<file path="config.mk">
export PLATFORM = sky130hd
export DESIGN_NAME = lcd_spi_responder_flat
export DESIGN_NICKNAME = d
export VERILOG_FILES = /design/src/rtl/lcd_spi_responder_pkg.sv /design/src/rtl/lcd_spi_responder_if.sv /design/src/rtl/lcd_spi_responder_spi_rx_shift.sv /design/src/rtl/lcd_spi_responder.sv /design/src/flat_wrapper.sv
export SDC_FILE = /design/constraint.sdc
export NUM_CORES = 2
export LEC_CHECK = 0
export ABC_CLOCK_PERIOD_IN_PS = 9700
export BUFFER_PORTS_ARGS = -buffer_cell sky130_fd_sc_hd__buf_4
export CAP_MARGIN = 30
export CORE_UTILIZATION = 35
export DETAILED_ROUTE_END_ITERATION = 10
export PLACE_DENSITY = 0.5
export SLEW_MARGIN = 20
export SYNTH_ARGS = -nofsm -noshare
export SYNTH_HDL_FRONTEND = slang
export SYNTH_HIERARCHICAL = 1
export SYNTH_SLANG_ARGS = --single-unit
</file>
<file path="constraint.sdc">
create_clock -name clk -period 9.7 [get_ports clk]
set_clock_uncertainty 0.15 [all_clocks]
set_input_delay 1.94 -clock clk [delete_from_list [all_inputs] [get_ports clk]]
set_output_delay 1.94 -clock clk [all_outputs]
set_load 0.01 [all_outputs]
</file>
<file path="src/rtl/lcd_spi_responder_pkg.sv">
// PCD8544 display-model constants: geometry defaults, command opcode
// mask/value pairs, register reset values and small decode helpers.
// No ports; imported by the responder, its receiver and nothing else.
package lcd_spi_responder_pkg;

  localparam int SYNC_STAGES_DEF = 2;
  localparam int COLS_DEF        = 84;
  localparam int ROWS_DEF        = 6;

  // Command opcodes as (mask, value): a byte matches when (byte & mask) == value.
  localparam logic [7:0] OP_NOP  = 8'h00;
  localparam logic [7:0] M_FUNC  = 8'hF8;  localparam logic [7:0] V_FUNC = 8'h20;
  localparam logic [7:0] M_DISP  = 8'hFA;  localparam logic [7:0] V_DISP = 8'h08;
  localparam logic [7:0] M_SET_Y = 8'hF8;  localparam logic [7:0] V_SET_Y = 8'h40;
  localparam logic [7:0] M_SET_X = 8'h80;  localparam logic [7:0] V_SET_X = 8'h80;
  localparam logic [7:0] M_TC    = 8'hFC;  localparam logic [7:0] V_TC    = 8'h04;
  localparam logic [7:0] M_BIAS  = 8'hF8;  localparam logic [7:0] V_BIAS  = 8'h10;
  localparam logic [7:0] M_VOP   = 8'h80;  localparam logic [7:0] V_VOP   = 8'h80;

  // Controller register reset values (power-down asserted, everything else clear).
  localparam logic       PD_RST   = 1'b1;
  localparam logic [1:0] DISP_RST = 2'b00;
  localparam logic [6:0] VOP_RST  = 7'd0;
  localparam logic [2:0] BIAS_RST = 3'd0;
  localparam logic [1:0] TC_RST   = 2'd0;

  typedef enum logic [3:0] {
    CMD_NONE,
    CMD_NOP,
    CMD_FUNC,
    CMD_DISP,
    CMD_SET_Y,
    CMD_SET_X,
    CMD_TC,
    CMD_BIAS,
    CMD_VOP
  } cmd_e;

  // Function set is legal in both instruction pages; the rest depend on H.
  function automatic cmd_e decode_cmd(logic [7:0] b, logic h);
    cmd_e c;
    c = CMD_NONE;
    if (b == OP_NOP)                        c = CMD_NOP;
    else if ((b & M_FUNC) == V_FUNC)        c = CMD_FUNC;
    else if (!h) begin
      if ((b & M_DISP) == V_DISP)           c = CMD_DISP;
      else if ((b & M_SET_Y) == V_SET_Y)    c = CMD_SET_Y;
      else if ((b & M_SET_X) == V_SET_X)    c = CMD_SET_X;
    end else begin
      if ((b & M_TC) == V_TC)               c = CMD_TC;
      else if ((b & M_BIAS) == V_BIAS)      c = CMD_BIAS;
      else if ((b & M_VOP) == V_VOP)        c = CMD_VOP;
    end
    return c;
  endfunction

  // Linear frame-buffer index, banks laid out one after another.
  function automatic logic [8:0] fb_index(logic [2:0] y, logic [6:0] x, int cols);
    return 9'(int'(y) * cols + int'(x));
  endfunction

endpackage

</file>
<file path="src/rtl/lcd_spi_responder_if.sv">
// LCD-side SPI pin bundle: sclk, sce (active-low), mosi, dc, lcd_rst (active-low).
// master modport drives the pins (SPI master / bench), slave modport observes them.
// Pins are asynchronous to the receiver clock; no handshake, no backpressure.
interface lcd_spi_responder_if;
  logic sclk;
  logic sce;
  logic mosi;
  logic dc;
  logic lcd_rst;

  modport master (output sclk, sce, mosi, dc, lcd_rst);
  modport slave  (input  sclk, sce, mosi, dc, lcd_rst);
endinterface

</file>
<file path="src/rtl/lcd_spi_responder_spi_rx_shift.sv">
// SPI byte receiver: synchronizes the pins, detects sclk rises, shifts MSB-first bytes.
// Latency: byte_valid SYNC_STAGES+1 clk after the 8th sclk pin rise; no backpressure.
// Ports: clk/reset, spi (slave pins) in; byte_valid/byte_out/byte_dc, frame_err, lcd_in_reset out.
// With LCD_RESP_FRAME_CHECK_EN defined, sce rising mid-byte pulses frame_err; else frame_err=0.
module lcd_spi_responder_spi_rx_shift
  import lcd_spi_responder_pkg::*;
#(
  parameter int SYNC_STAGES = SYNC_STAGES_DEF
) (
  input  logic                      clk,
  input  logic                      reset,
  lcd_spi_responder_if.slave        spi,
  output logic                      byte_valid,
  output logic [7:0]                byte_out,
  output logic                      byte_dc,
  output logic                      frame_err,
  output logic                      lcd_in_reset
);

  // Pin vector order {lcd_rst, dc, mosi, sce, sclk}; the idle-high pins reset to 1.
  localparam logic [4:0] SYNC_RST = 5'b10010;

  logic [SYNC_STAGES-1:0][4:0] sync_q;
  logic [4:0] pins_s;
  logic       sclk_s, sce_s, mosi_s, dc_s, lcd_rst_s;
  logic       sclk_prev;
  logic       sclk_rise;
  logic [6:0] shift_q;
  logic [2:0] bit_cnt;

  assign pins_s       = sync_q[SYNC_STAGES-1];
  assign sclk_s       = pins_s[0];
  assign sce_s        = pins_s[1];
  assign mosi_s       = pins_s[2];
  assign dc_s         = pins_s[3];
  assign lcd_rst_s    = pins_s[4];
  assign sclk_rise    = sclk_s & ~sclk_prev;
  assign lcd_in_reset = ~lcd_rst_s;

  always_ff @(posedge clk or posedge reset) begin
    if (reset) begin
      sync_q     <= {SYNC_STAGES{SYNC_RST}};
      sclk_prev  <= 1'b0;
      shift_q    <= '0;
      bit_cnt    <= '0;
      byte_valid <= 1'b0;
      byte_out   <= '0;
      byte_dc    <= 1'b0;
    end else begin
      sync_q     <= {sync_q[SYNC_STAGES-2:0],
                     {spi.lcd_rst, spi.dc, spi.mosi, spi.sce, spi.sclk}};
      // Edge history keeps tracking during LCD reset so release never fakes a rise.
      sclk_prev  <= sclk_s;
      byte_valid <= 1'b0;
      if (!lcd_rst_s) begin
        shift_q  <= '0;
        bit_cnt  <= '0;
        byte_out <= '0;
        byte_dc  <= 1'b0;
      end else if (sce_s) begin
        // Deselect abandons any partial byte; stale shifter bits are pushed
        // out by the next eight accepted bits.
        bit_cnt <= '0;
      end else if (sclk_rise) begin
        shift_q <= {shift_q[5:0], mosi_s};
        if (bit_cnt == 3'd7) begin
          bit_cnt    <= '0;
          byte_valid <= 1'b1;
          byte_out   <= {shift_q, mosi_s};
          byte_dc    <= dc_s;
        end else begin
          bit_cnt <= bit_cnt + 3'd1;
        end
      end
    end
  end

`ifdef LCD_RESP_FRAME_CHECK_EN
  // A non-zero count can only be seen with sce high on the first deselected cycle.
  always_ff @(posedge clk or posedge reset) begin
    if (reset) frame_err <= 1'b0;
    else       frame_err <= lcd_rst_s & sce_s & (bit_cnt != 3'd0);
  end
`else
  assign frame_err = 1'b0;
`endif

endmodule

</file>
<file path="src/rtl/lcd_spi_responder.sv">
// PCD8544 display model: decodes SPI command bytes into controller registers and stores
// data bytes in an 84x6-byte frame buffer. Latency: regs/RAM update 1 clk after byte_valid;
// rd_data 1 clk after rd_addr. No backpressure: every completed byte is consumed.
// Ports: clk, reset, spi (slave pins) in; byte strobe/value, pd/v_mode/h_set, disp_mode,
// vop, bias, tc, cur_x/cur_y, addr_err, frame_err out; rd_addr in / rd_data out.
// Optional macro LCD_RESP_FRAME_CHECK_EN enables frame_err (mid-byte deselect detect).
module lcd_spi_responder
  import lcd_spi_responder_pkg::*;
#(
  parameter int SYNC_STAGES = SYNC_STAGES_DEF,
  parameter int COLS        = COLS_DEF,
  parameter int ROWS        = ROWS_DEF
) (
  input  logic                 clk,
  input  logic                 reset,
  lcd_spi_responder_if.slave   spi,
  output logic                 byte_valid,
  output logic [7:0]           byte_out,
  output logic                 byte_dc,
  output logic                 pd,
  output logic                 v_mode,
  output logic                 h_set,
  output logic [1:0]           disp_mode,
  output logic [6:0]           vop,
  output logic [2:0]           bias,
  output logic [1:0]           tc,
  output logic [6:0]           cur_x,
  output logic [2:0]           cur_y,
  output logic                 addr_err,
  input  logic [8:0]           rd_addr,
  output logic [7:0]           rd_data,
  output logic                 frame_err
);

  localparam logic [7:0] COLS_W = 8'(COLS);
  localparam logic [3:0] ROWS_W = 4'(ROWS);
  localparam logic [6:0] LAST_X = 7'(COLS - 1);
  localparam logic [2:0] LAST_Y = 3'(ROWS - 1);

  logic       lcd_in_reset;
  cmd_e       cmd;
  logic       ram_we;
  logic [8:0] wr_idx;
  logic [7:0] ram [COLS*ROWS];

  lcd_spi_responder_spi_rx_shift #(.SYNC_STAGES(SYNC_STAGES)) u_rx (
    .clk          (clk),
    .reset        (reset),
    .spi          (spi),
    .byte_valid   (byte_valid),
    .byte_out     (byte_out),
    .byte_dc      (byte_dc),
    .frame_err    (frame_err),
    .lcd_in_reset (lcd_in_reset)
  );

  always_comb begin
    cmd = CMD_NONE;
    if (byte_valid && !byte_dc) cmd = decode_cmd(byte_out, h_set);
  end

  assign ram_we = byte_valid & byte_dc;
  assign wr_idx = fb_index(cur_y, cur_x, COLS);

  always_ff @(posedge clk or posedge reset) begin
    if (reset) begin
      pd        <= PD_RST;
      v_mode    <= 1'b0;
      h_set     <= 1'b0;
      disp_mode <= DISP_RST;
      vop       <= VOP_RST;
      bias      <= BIAS_RST;
      tc        <= TC_RST;
      cur_x     <= '0;
      cur_y     <= '0;
      addr_err  <= 1'b0;
    end else if (lcd_in_reset) begin
      pd        <= PD_RST;
      v_mode    <= 1'b0;
      h_set     <= 1'b0;
      disp_mode <= DISP_RST;
      vop       <= VOP_RST;
      bias      <= BIAS_RST;
      tc        <= TC_RST;
      cur_x     <= '0;
      cur_y     <= '0;
      addr_err  <= 1'b0;
    end else begin
      addr_err <= 1'b0;
      // Address auto-advance after a data write; both modes wrap to (0,0).
      if (ram_we) begin
        if (!v_mode) begin
          if (cur_x == LAST_X) begin
            cur_x <= '0;
            cur_y <= (cur_y == LAST_Y) ? 3'd0 : cur_y + 3'd1;
          end else begin
            cur_x <= cur_x + 7'd1;
          end
        end else begin
          if (cur_y == LAST_Y) begin
            cur_y <= '0;
            cur_x <= (cur_x == LAST_X) ? 7'd0 : cur_x + 7'd1;
          end else begin
            cur_y <= cur_y + 3'd1;
          end
        end
      end
      case (cmd)
        CMD_FUNC: begin
          pd     <= byte_out[2];
          v_mode <= byte_out[1];
          h_set  <= byte_out[0];
        end
        CMD_DISP: disp_mode <= {byte_out[2], byte_out[0]};
        CMD_SET_Y: begin
          if ({1'b0, byte_out[2:0]} < ROWS_W) cur_y <= byte_out[2:0];
          else                                addr_err <= 1'b1;
        end
        CMD_SET_X: begin
          if ({1'b0, byte_out[6:0]} < COLS_W) cur_x <= byte_out[6:0];
          else                                addr_err <= 1'b1;
        end
        CMD_TC:   tc   <= byte_out[1:0];
        CMD_BIAS: bias <= byte_out[2:0];
        CMD_VOP:  vop  <= byte_out[6:0];
        default: ;
      endcase
    end
  end

  // Frame buffer has no reset: contents survive both reset sources.
  always_ff @(posedge clk) begin
    if (ram_we) ram[wr_idx] <= byte_out;
  end

  // Read-before-write: a same-cycle read of the written address returns old data.
  always_ff @(posedge clk or posedge reset) begin
    if (reset)             rd_data <= '0;
    else if (lcd_in_reset) rd_data <= '0;
    else                   rd_data <= ram[rd_addr];
  end

endmodule

</file>
<file path="src/flat_wrapper.sv">
// flat-port wrapper written by rule: the top's interface ports become plain ports
module lcd_spi_responder_flat import lcd_spi_responder_pkg::*;
#(
  parameter int SYNC_STAGES = SYNC_STAGES_DEF,
  parameter int COLS        = COLS_DEF,
  parameter int ROWS        = ROWS_DEF
)
  (clk, reset, byte_valid, byte_out, byte_dc, pd, v_mode, h_set, disp_mode, vop, bias, tc, cur_x, cur_y, addr_err, rd_addr, rd_data, frame_err, spi_sclk, spi_sce, spi_mosi, spi_dc, spi_lcd_rst);
  lcd_spi_responder_if spi_i ();
  input  logic clk;
  input  logic reset;
  output logic byte_valid;
  output logic [7:0] byte_out;
  output logic byte_dc;
  output logic pd;
  output logic v_mode;
  output logic h_set;
  output logic [1:0] disp_mode;
  output logic [6:0] vop;
  output logic [2:0] bias;
  output logic [1:0] tc;
  output logic [6:0] cur_x;
  output logic [2:0] cur_y;
  output logic addr_err;
  input  logic [8:0] rd_addr;
  output logic [7:0] rd_data;
  output logic frame_err;
  input wire logic [$bits(spi_i.sclk)-1:0] spi_sclk;
  input wire logic [$bits(spi_i.sce)-1:0] spi_sce;
  input wire logic [$bits(spi_i.mosi)-1:0] spi_mosi;
  input wire logic [$bits(spi_i.dc)-1:0] spi_dc;
  input wire logic [$bits(spi_i.lcd_rst)-1:0] spi_lcd_rst;
  assign spi_i.sclk = spi_sclk;
  assign spi_i.sce = spi_sce;
  assign spi_i.mosi = spi_mosi;
  assign spi_i.dc = spi_dc;
  assign spi_i.lcd_rst = spi_lcd_rst;
  lcd_spi_responder #(.SYNC_STAGES(SYNC_STAGES), .COLS(COLS), .ROWS(ROWS)) u_core (.clk(clk), .reset(reset), .spi(spi_i), .byte_valid(byte_valid), .byte_out(byte_out), .byte_dc(byte_dc), .pd(pd), .v_mode(v_mode), .h_set(h_set), .disp_mode(disp_mode), .vop(vop), .bias(bias), .tc(tc), .cur_x(cur_x), .cur_y(cur_y), .addr_err(addr_err), .rd_addr(rd_addr), .rd_data(rd_data), .frame_err(frame_err));
endmodule
</file>
After elaboration in Yosys (flattened, before gate mapping) --
Memory sizes are Yosys's and may differ from the RTL's. Cells that the tools add are included.
Word-level totals: word-level logic and storage cells 123, memories kept 1, input port bits 16, flip-flop bits (word level) 67, output and inout bits 47, bits in writable memories 4032
Memory list:
- u_core.ram | words 504, width 8, read ports 1, clocked after Yosys merged registers in 0, write ports 1, RTL line lcd_spi_responder.sv:44 | logic [7:0] ram [COLS*ROWS];
Cells by class: add/subtract/negate cells 4, equality and inequality tests 24, bitwise logic cells 3, multiplexer cells 64, reductions and logical operators 5, order comparisons 2, multipliers 1
Operators with widths (number):
- $mux W7 | 12
- $mux W3 | 14
- $mux W8 | 5
- $mux W4 | 9
- $mux W1 | 19
- $eq A4 B3 Y1 const B | 4
- $ne A2 B1 Y1 const B | 7
- $add A9 B8 Y9 | 1
- $eq A4 B2 Y1 const B | 2
- $logic_not A8 Y1 | 1
- $mux W2 | 4
- $add A7 B1 Y7 const B | 1
- $eq A7 B7 Y1 const B | 1
- $lt A7 B7 Y1 const B | 1
- $mul A3 B5 Y7 const B | 1
- $add A3 B1 Y3 const B | 2
- $eq A3 B3 Y1 const B | 2
- $eq A6 B1 Y1 const B | 1
- $eq A6 B2 Y1 const B | 1
- $eq A5 B2 Y1 const B | 1
- $eq A5 B3 Y1 const B | 1
- $eq A5 B4 Y1 const B | 1
- $eq A4 B4 Y1 const B | 1
- $lt A3 B3 Y1 const B | 1
- 9 further kinds | 10

Longest topological paths before layout --
word-level depth 10, gate-level depth with buffers 14, mapped depth without buffers 10

By module --
The synthesis kept the hierarchy.
By module, submodules not included:
- lcd_spi_responder | area each 158313.1 um^2, instances 1, sequential area each 121978.2 um^2, cells each 7380
- lcd_spi_responder_spi_rx_shift | area each 1124.8 um^2, instances 1, sequential area each 780.7 um^2, cells each 86

Least setup slack after synthesis --
No wires, ideal clock.
path kind register to register, from reg u_core.u_rx.byte_out[7], to reg u_core.vop[0], setup slack 0.769 ns, library setup time 0.132 ns, cell stages (with the launch flop) 4, period minus slack after synthesis 8.931 ns, path buffers 0, arrival 8.649 ns, required time 9.418 ns, path through dfrtp_1 nand3_1 mux2i_1 nor2_1
On the way: cells in the longest elaborated chain, start to end 9, elaborated cells on any way between the ends 18, classes of those cells eq/ne (7); mux (10); reduce/logical (1)
Ends and longest elaborated chain:
- start, declared | RTL line lcd_spi_responder_spi_rx_shift.sv:14 | output logic [7:0] byte_out,
- start signal, assigned | RTL line lcd_spi_responder_spi_rx_shift.sv:69 | byte_out <= {shift_q, mosi_s};
- $eq A5 B4 Y1 (tied with other cells) | RTL line lcd_spi_responder_pkg.sv:47 | else if ((b & M_SET_Y) == V_SET_Y) c = CMD_SET_Y;
- $mux W4, on equally long branches | RTL line lcd_spi_responder_pkg.sv:47, lcd_spi_responder_pkg.sv:51
- $mux W4, on equally long branches | RTL line lcd_spi_responder_pkg.sv:46, lcd_spi_responder_pkg.sv:50
- $mux W4 | RTL line lcd_spi_responder_pkg.sv:45 | else if (!h) begin
- $mux W4 | RTL line lcd_spi_responder_pkg.sv:44 | else if ((b & M_FUNC) == V_FUNC) c = CMD_FUNC;
- $mux W4 * | RTL line lcd_spi_responder_pkg.sv:43 | if (b == OP_NOP) c = CMD_NOP;
- $mux W4 * | RTL line lcd_spi_responder.sv:59 | if (byte_valid && !byte_dc) cmd = decode_cmd(byte_out, h_set);
- $eq A4 B4 Y1 * | RTL line lcd_spi_responder.sv:108 | case (cmd)
- $ne A2 B1 Y1 (no source line) *
- end signal, assigned | RTL line lcd_spi_responder.sv:125 | CMD_VOP: vop <= byte_out[6:0];
- end, declared | RTL line lcd_spi_responder.sv:24 | output logic [6:0] vop,
Every way passes the cells marked *; elsewhere a longest branch is shown, timed or not. A chain may end at the register's enable or synchronous reset.

Worst setup path after layout --
from in rd_addr[0], to reg u_core.rd_data[1]
On the way: cells in the longest elaborated chain, start to end 2
Ends and longest elaborated chain:
- start, declared | RTL line flat_wrapper.sv:25 | input logic [8:0] rd_addr;
- $mem_v2 Z504 W8
- $mux W8 | RTL line lcd_spi_responder.sv:139 | else if (lcd_in_reset) rd_data <= '0;
- end signal, assigned | RTL line lcd_spi_responder.sv:140 | else rd_data <= ram[rd_addr];
- end, declared | RTL line lcd_spi_responder.sv:31 | output logic [7:0] rd_data,
No other way between the ends.

==> results.py <==
metrics = {
    "cts": {
        "tritoncts_buffers": 430,
        "cells_resized_by_post_cts_repair": 0,
        "numClockSinks": 4099,
        "clk_path_buf_depth": 4,
        "tritoncts": "yes",
        "path_clk_slew_ns": 0.06,
        "htree_levels": 5,
        "postCtsHoldBufs": 0,
        "clock_latency_ns": 1.01,
        "clockRootBuffer": "sky130_fd_sc_hd__clkbuf_16",
        "postCtsSetupRepairBufs": 0,
    },
    "cells_and_area": {
        "areaGrowthSynthToFinish_pct": 14.0,
        "nets": 7837,
        "post_route_cells_drive_above_1_share_pct": 25.5,
    },
    "worst_hold_path": {
        "holdCritPathClass": "flop to flop",
        "hold_depth": 0,
    },
    "setup_path": {
        "timing_worst_setup_path_type": "input port to flop",
        "rr_startpoint": "u_core/cur_y[2]$_DFF_PP0_",
        "critical_path.endpoint": "u_core/rd_data[1]$_DFF_PP0_",
        "worstSetupStartpoint": "rd_addr[0]",
        "rrSetupSlack_ns": 4.55,
        "crit_arrival_ns": 6.44,
        "data_required_time_at_the_worst_endpoint_ns": 10.40,
        "worstSetupEndpointType": "flop",
        "timing.reg2reg.worst_path_depth": 10,
        "worstSetupStartpointType": "input port",
        "r2r_endpoint": "u_core/ram[154][5]$_DFFE_PP_",
        "critical_path_peak_fanout": 86,
    },
    "routing": {
        "route.antenna.remaining_nets": 0,
        "drt-vias-per-instance": 5.70,
        "num_vias": 80600,
        "drt-wirelength-per-cell_um": 34.4,
        "number_of_design_rule_violations_left_by_the_first_detailed_router_iteration": 10200,
        "detail_route.drc_violations": 0,
        "totalWireLength_mm": 487,
        "drt_first_pass_iters": 6,
    },
    "synthesis": {
        "share_of_synthesized_area_occupied_by_flip_flops_and_latches_pct": 77.0,
        "syn-num-nets": 7499,
        "avgSynthCellArea_um2": 21.4,
        "syn_inst": 7466,
        "synth_simple_gate_area_share_pct": 2.80,
        "count_of_flip_flops_with_a_built_in_enable_after_synthesis": 4032,
        "synth_top_family_by_area": "multiplexers",
        "synth.distinct_cells": 85,
        "synth-adder-area-share_pct": 0.138,
        "synthesis.area_mm2": 0.159,
        "xor_xnor_share_of_the_synthesized_area_pct": 0.0824,
        "synthFlopType": "sky130_fd_sc_hd__edfxtp_1",
        "asyncSetResetFlopFracSynth_pct": 1.63,
        "yosys_register_bits": 4099,
        "synthesis.yosys.warnings": 6,
        "synth.mux.area_fraction_pct": 15.7,
        "synth-compound-area-share_pct": 2.59,
    },
    "power": {
        "p_per_area_mw_per_mm2": 200,
        "p_leak_nw": 51.2,
        "vdd.ir_drop.worst_v": 0.000152,
    },
    "outcome": {
        "result_of_the_run": "complete, no violations",
    },
    "timing": {
        "number_of_hold_slack_violations_in_the_final_timing_report": 0,
        "max_freq_ghz": 0.174,
        "number_of_setup_violations_in_the_final_report": 0,
        "worst_slew_margin_rel_pct": 23.4,
        "finalHoldWorstSlack_ns": 0.204,
        "final-max-slew-violation-count": 0,
        "min_period_over_period_pct": 59.2,
        "timing_worst_slew_pin_value_ns": 1.15,
        "rsz0062_at_grt": "false",
        "final.setup.tns_ns": 0,
        "finalWorstPathRequiredPeriod_ns": 5.74,
    },
    "grt": {
        "global_route.overflow_total": 0,
        "antenna_violations_before_repair": 24,
        "grt_max_degree": 186,
        "grt_pass1_vias": 80700,
        "grt_pass1_wl_mm": 670,
        "grt_util_all_layers_pct": 20.8,
    },
    "placement": {
        "port_buffers": 61,
        "globalplace.congestion": 0.829,
        "place_hpwl_mm": 299,
    },
    "floorplanning": {
        "floorplan.die_area_mm2": 0.458,
        "ioPinCount": 63,
        "die_width_um": 677,
        "initial_utilization_pct": 35.2,
        "dieHeight_um": 677,
        "std_cell_rows": 247,
        "core_box_area_mm2": 0.453,
    },
    "flow_run": {
        "cap_violations": 0,
    },
}
[routing by layer]
| metal | track usage, % | vias up | wire length [um] |
|---|---|---|---|
| li1 | - | 32000 | - |
| met1 | 29.2 | 44600 | 204000 |
| met2 | 33.3 | 3367 | 230000 |
| met3 | 2.96 | 715 | 33400 |
| met4 | 7.10 | 4 | 19200 |
| met5 | 0 | - | 27 |
[worst min path at each step]
stage / start / to / slack (ns)
after floorplan: u_core/u_rx/sync_q[0]$_DFF_PP0_ / u_core/u_rx/pins_s[0]$_DFF_PP0_ / 0.18
after CTS: u_core/u_rx/sync_q[2]$_DFF_PP0_ / u_core/u_rx/pins_s[2]$_DFF_PP0_ / 0.21
after detailed placement: u_core/u_rx/sync_q[3]$_DFF_PP0_ / u_core/u_rx/pins_s[3]$_DFF_PP0_ / 0.19
final: u_core/u_rx/sync_q[2]$_DFF_PP0_ / u_core/u_rx/pins_s[2]$_DFF_PP0_ / 0.20
after global placement: u_core/u_rx/sync_q[2]$_DFF_PP0_ / u_core/u_rx/pins_s[2]$_DFF_PP0_ / 0.19
after global routing: u_core/u_rx/sync_q[4]$_DFF_PP1_ / u_core/u_rx/pins_s[4]$_DFF_PP1_ / 0.22
[cell type report]
class	count	area (um^2)
Timing Repair Buffer	358	3320
Fill cell	40000	271000
Clock inverter	258	2460
Sequential cell	4099	123000
Inverter	16	67.6
Clock buffer	538	11300
Tap cell	5976	7480
Antenna cell	10	25.0
Multi-Input combinational cell	2899	34400
[critical path, cell delays in order]
cell	delay (ns)
sky130_fd_sc_hd__buf_16	0.40
sky130_fd_sc_hd__buf_12	0.56
sky130_fd_sc_hd__mux4_2	0.59
sky130_fd_sc_hd__mux4_2	0.52
sky130_fd_sc_hd__and2_1	0.23
sky130_fd_sc_hd__a2111oi_2	0.85
sky130_fd_sc_hd__a211oi_2	0.26
sky130_fd_sc_hd__a41oi_2	0.62
sky130_fd_sc_hd__o31ai_1	0.16
[logic make-up (layout without fill, tap and decap cells)]
group / after synthesis / count (layout)
other cells: 1 / 11
fa+ha+maj: 17 / 17
flops: 4099 / 4099
simple gates: 1048 / 1048
compound gates: 579 / 579
xor+xnor: 15 / 15
mux: 1239 / 1239
buf+inv: 468 / 1170
[where the power goes]
part	internal, mW	leakage, nW	switching, mW
sequential	19.2	33.4	0.0173
clock	9.34	6.73	6.92
combinational	0.296	11.0	0.660
[placed cells by master, fill, tap and decap left out, drive strengths merged, types with 19 or more instances in the layout]
master / instances
dfrtp: 62
a221oi: 23
nand3: 50
nor2: 620
edfxtp: 4032
inv: 29
nor2b: 27
mux2: 23
a22o: 21
nand2: 195
buf: 358
clkbuf: 538
bufinv: 40
o22ai: 59
o21ai: 54
a21oi: 92
o221ai: 36
clkinv: 195
mux2i: 206
nor3: 40
a31oi: 19
mux4: 1010
a211oi: 38
a22oi: 137
[registers in the layout, summed over array words and instances (netlist names), 2 cells and up]
name,count
u_core/ram,4032
u_core/rd_data,8
u_core/u_rx/byte_out,8
u_core/cur_x,7
u_core/u_rx/shift_q,7
u_core/vop,7
u_core/u_rx/pins_s,5
u_core/u_rx/sync_q,5
u_core/bias,3
u_core/cur_y,3
u_core/u_rx/bit_cnt,3
u_core/disp_mode,2
u_core/tc,2
[per-stage QoR]
step | power (mW) | setup slack, ns | util, % | area (um^2) | instances
after floorplan | 20.1 | 0.769 | - | 159000 | 7466
after global placement | 20.5 | 2.50 | 36.8 | 167000 | 13200
after detailed placement | 20.5 | 2.82 | 37.0 | 168000 | 13300
after CTS | 36.7 | 3.90 | 40.0 | 181000 | 14100
after global routing | 37.3 | 3.86 | 40.1 | 182000 | 14100
final | 36.4 | 3.96 | 40.1 | 182000 | 14200
[synthesized netlist by cell type, types with 9 or more instances]
| cell | n | area [um^2] |
|---|---|---|
| sky130_fd_sc_hd__ha_1 | 16 | 200 |
| sky130_fd_sc_hd__nand3_1 | 50 | 250 |
| sky130_fd_sc_hd__o21ai_0 | 51 | 255 |
| sky130_fd_sc_hd__a22oi_1 | 137 | 1030 |
| sky130_fd_sc_hd__o211ai_1 | 17 | 128 |
| sky130_fd_sc_hd__inv_1 | 13 | 48.8 |
| sky130_fd_sc_hd__nand2_1 | 195 | 732 |
| sky130_fd_sc_hd__buf_6 | 63 | 709 |
| sky130_fd_sc_hd__a211oi_1 | 38 | 285 |
| sky130_fd_sc_hd__o22ai_1 | 59 | 369 |
| sky130_fd_sc_hd__o221ai_1 | 36 | 315 |
| sky130_fd_sc_hd__a31oi_1 | 19 | 119 |
| sky130_fd_sc_hd__mux2i_1 | 206 | 2060 |
| sky130_fd_sc_hd__nand2b_1 | 17 | 106 |
| sky130_fd_sc_hd__and2_1 | 14 | 87.6 |
| sky130_fd_sc_hd__buf_4 | 60 | 450 |
| sky130_fd_sc_hd__a2111oi_0 | 15 | 131 |
| sky130_fd_sc_hd__dfrtp_1 | 62 | 1550 |
| sky130_fd_sc_hd__a22o_1 | 21 | 184 |
| sky130_fd_sc_hd__nor2_1 | 620 | 2330 |
| sky130_fd_sc_hd__a221oi_1 | 21 | 184 |
| sky130_fd_sc_hd__or4_1 | 10 | 75.1 |
| sky130_fd_sc_hd__edfxtp_1 | 4032 | 121000 |
| sky130_fd_sc_hd__mux4_2 | 1006 | 22700 |
| sky130_fd_sc_hd__or2_2 | 9 | 56.3 |
| sky130_fd_sc_hd__clkbuf_1 | 216 | 811 |
| sky130_fd_sc_hd__nor2b_1 | 27 | 169 |
| sky130_fd_sc_hd__mux2_2 | 23 | 259 |
| sky130_fd_sc_hd__nand4_1 | 13 | 81.3 |
| sky130_fd_sc_hd__a21oi_1 | 92 | 460 |
| sky130_fd_sc_hd__buf_1 | 30 | 113 |
| sky130_fd_sc_hd__buf_2 | 76 | 380 |
| sky130_fd_sc_hd__a211o_1 | 9 | 78.8 |
| sky130_fd_sc_hd__nor4_1 | 17 | 106 |
| sky130_fd_sc_hd__nor3_1 | 39 | 195 |
Note: power is estimated with default switching activity, not from simulation.
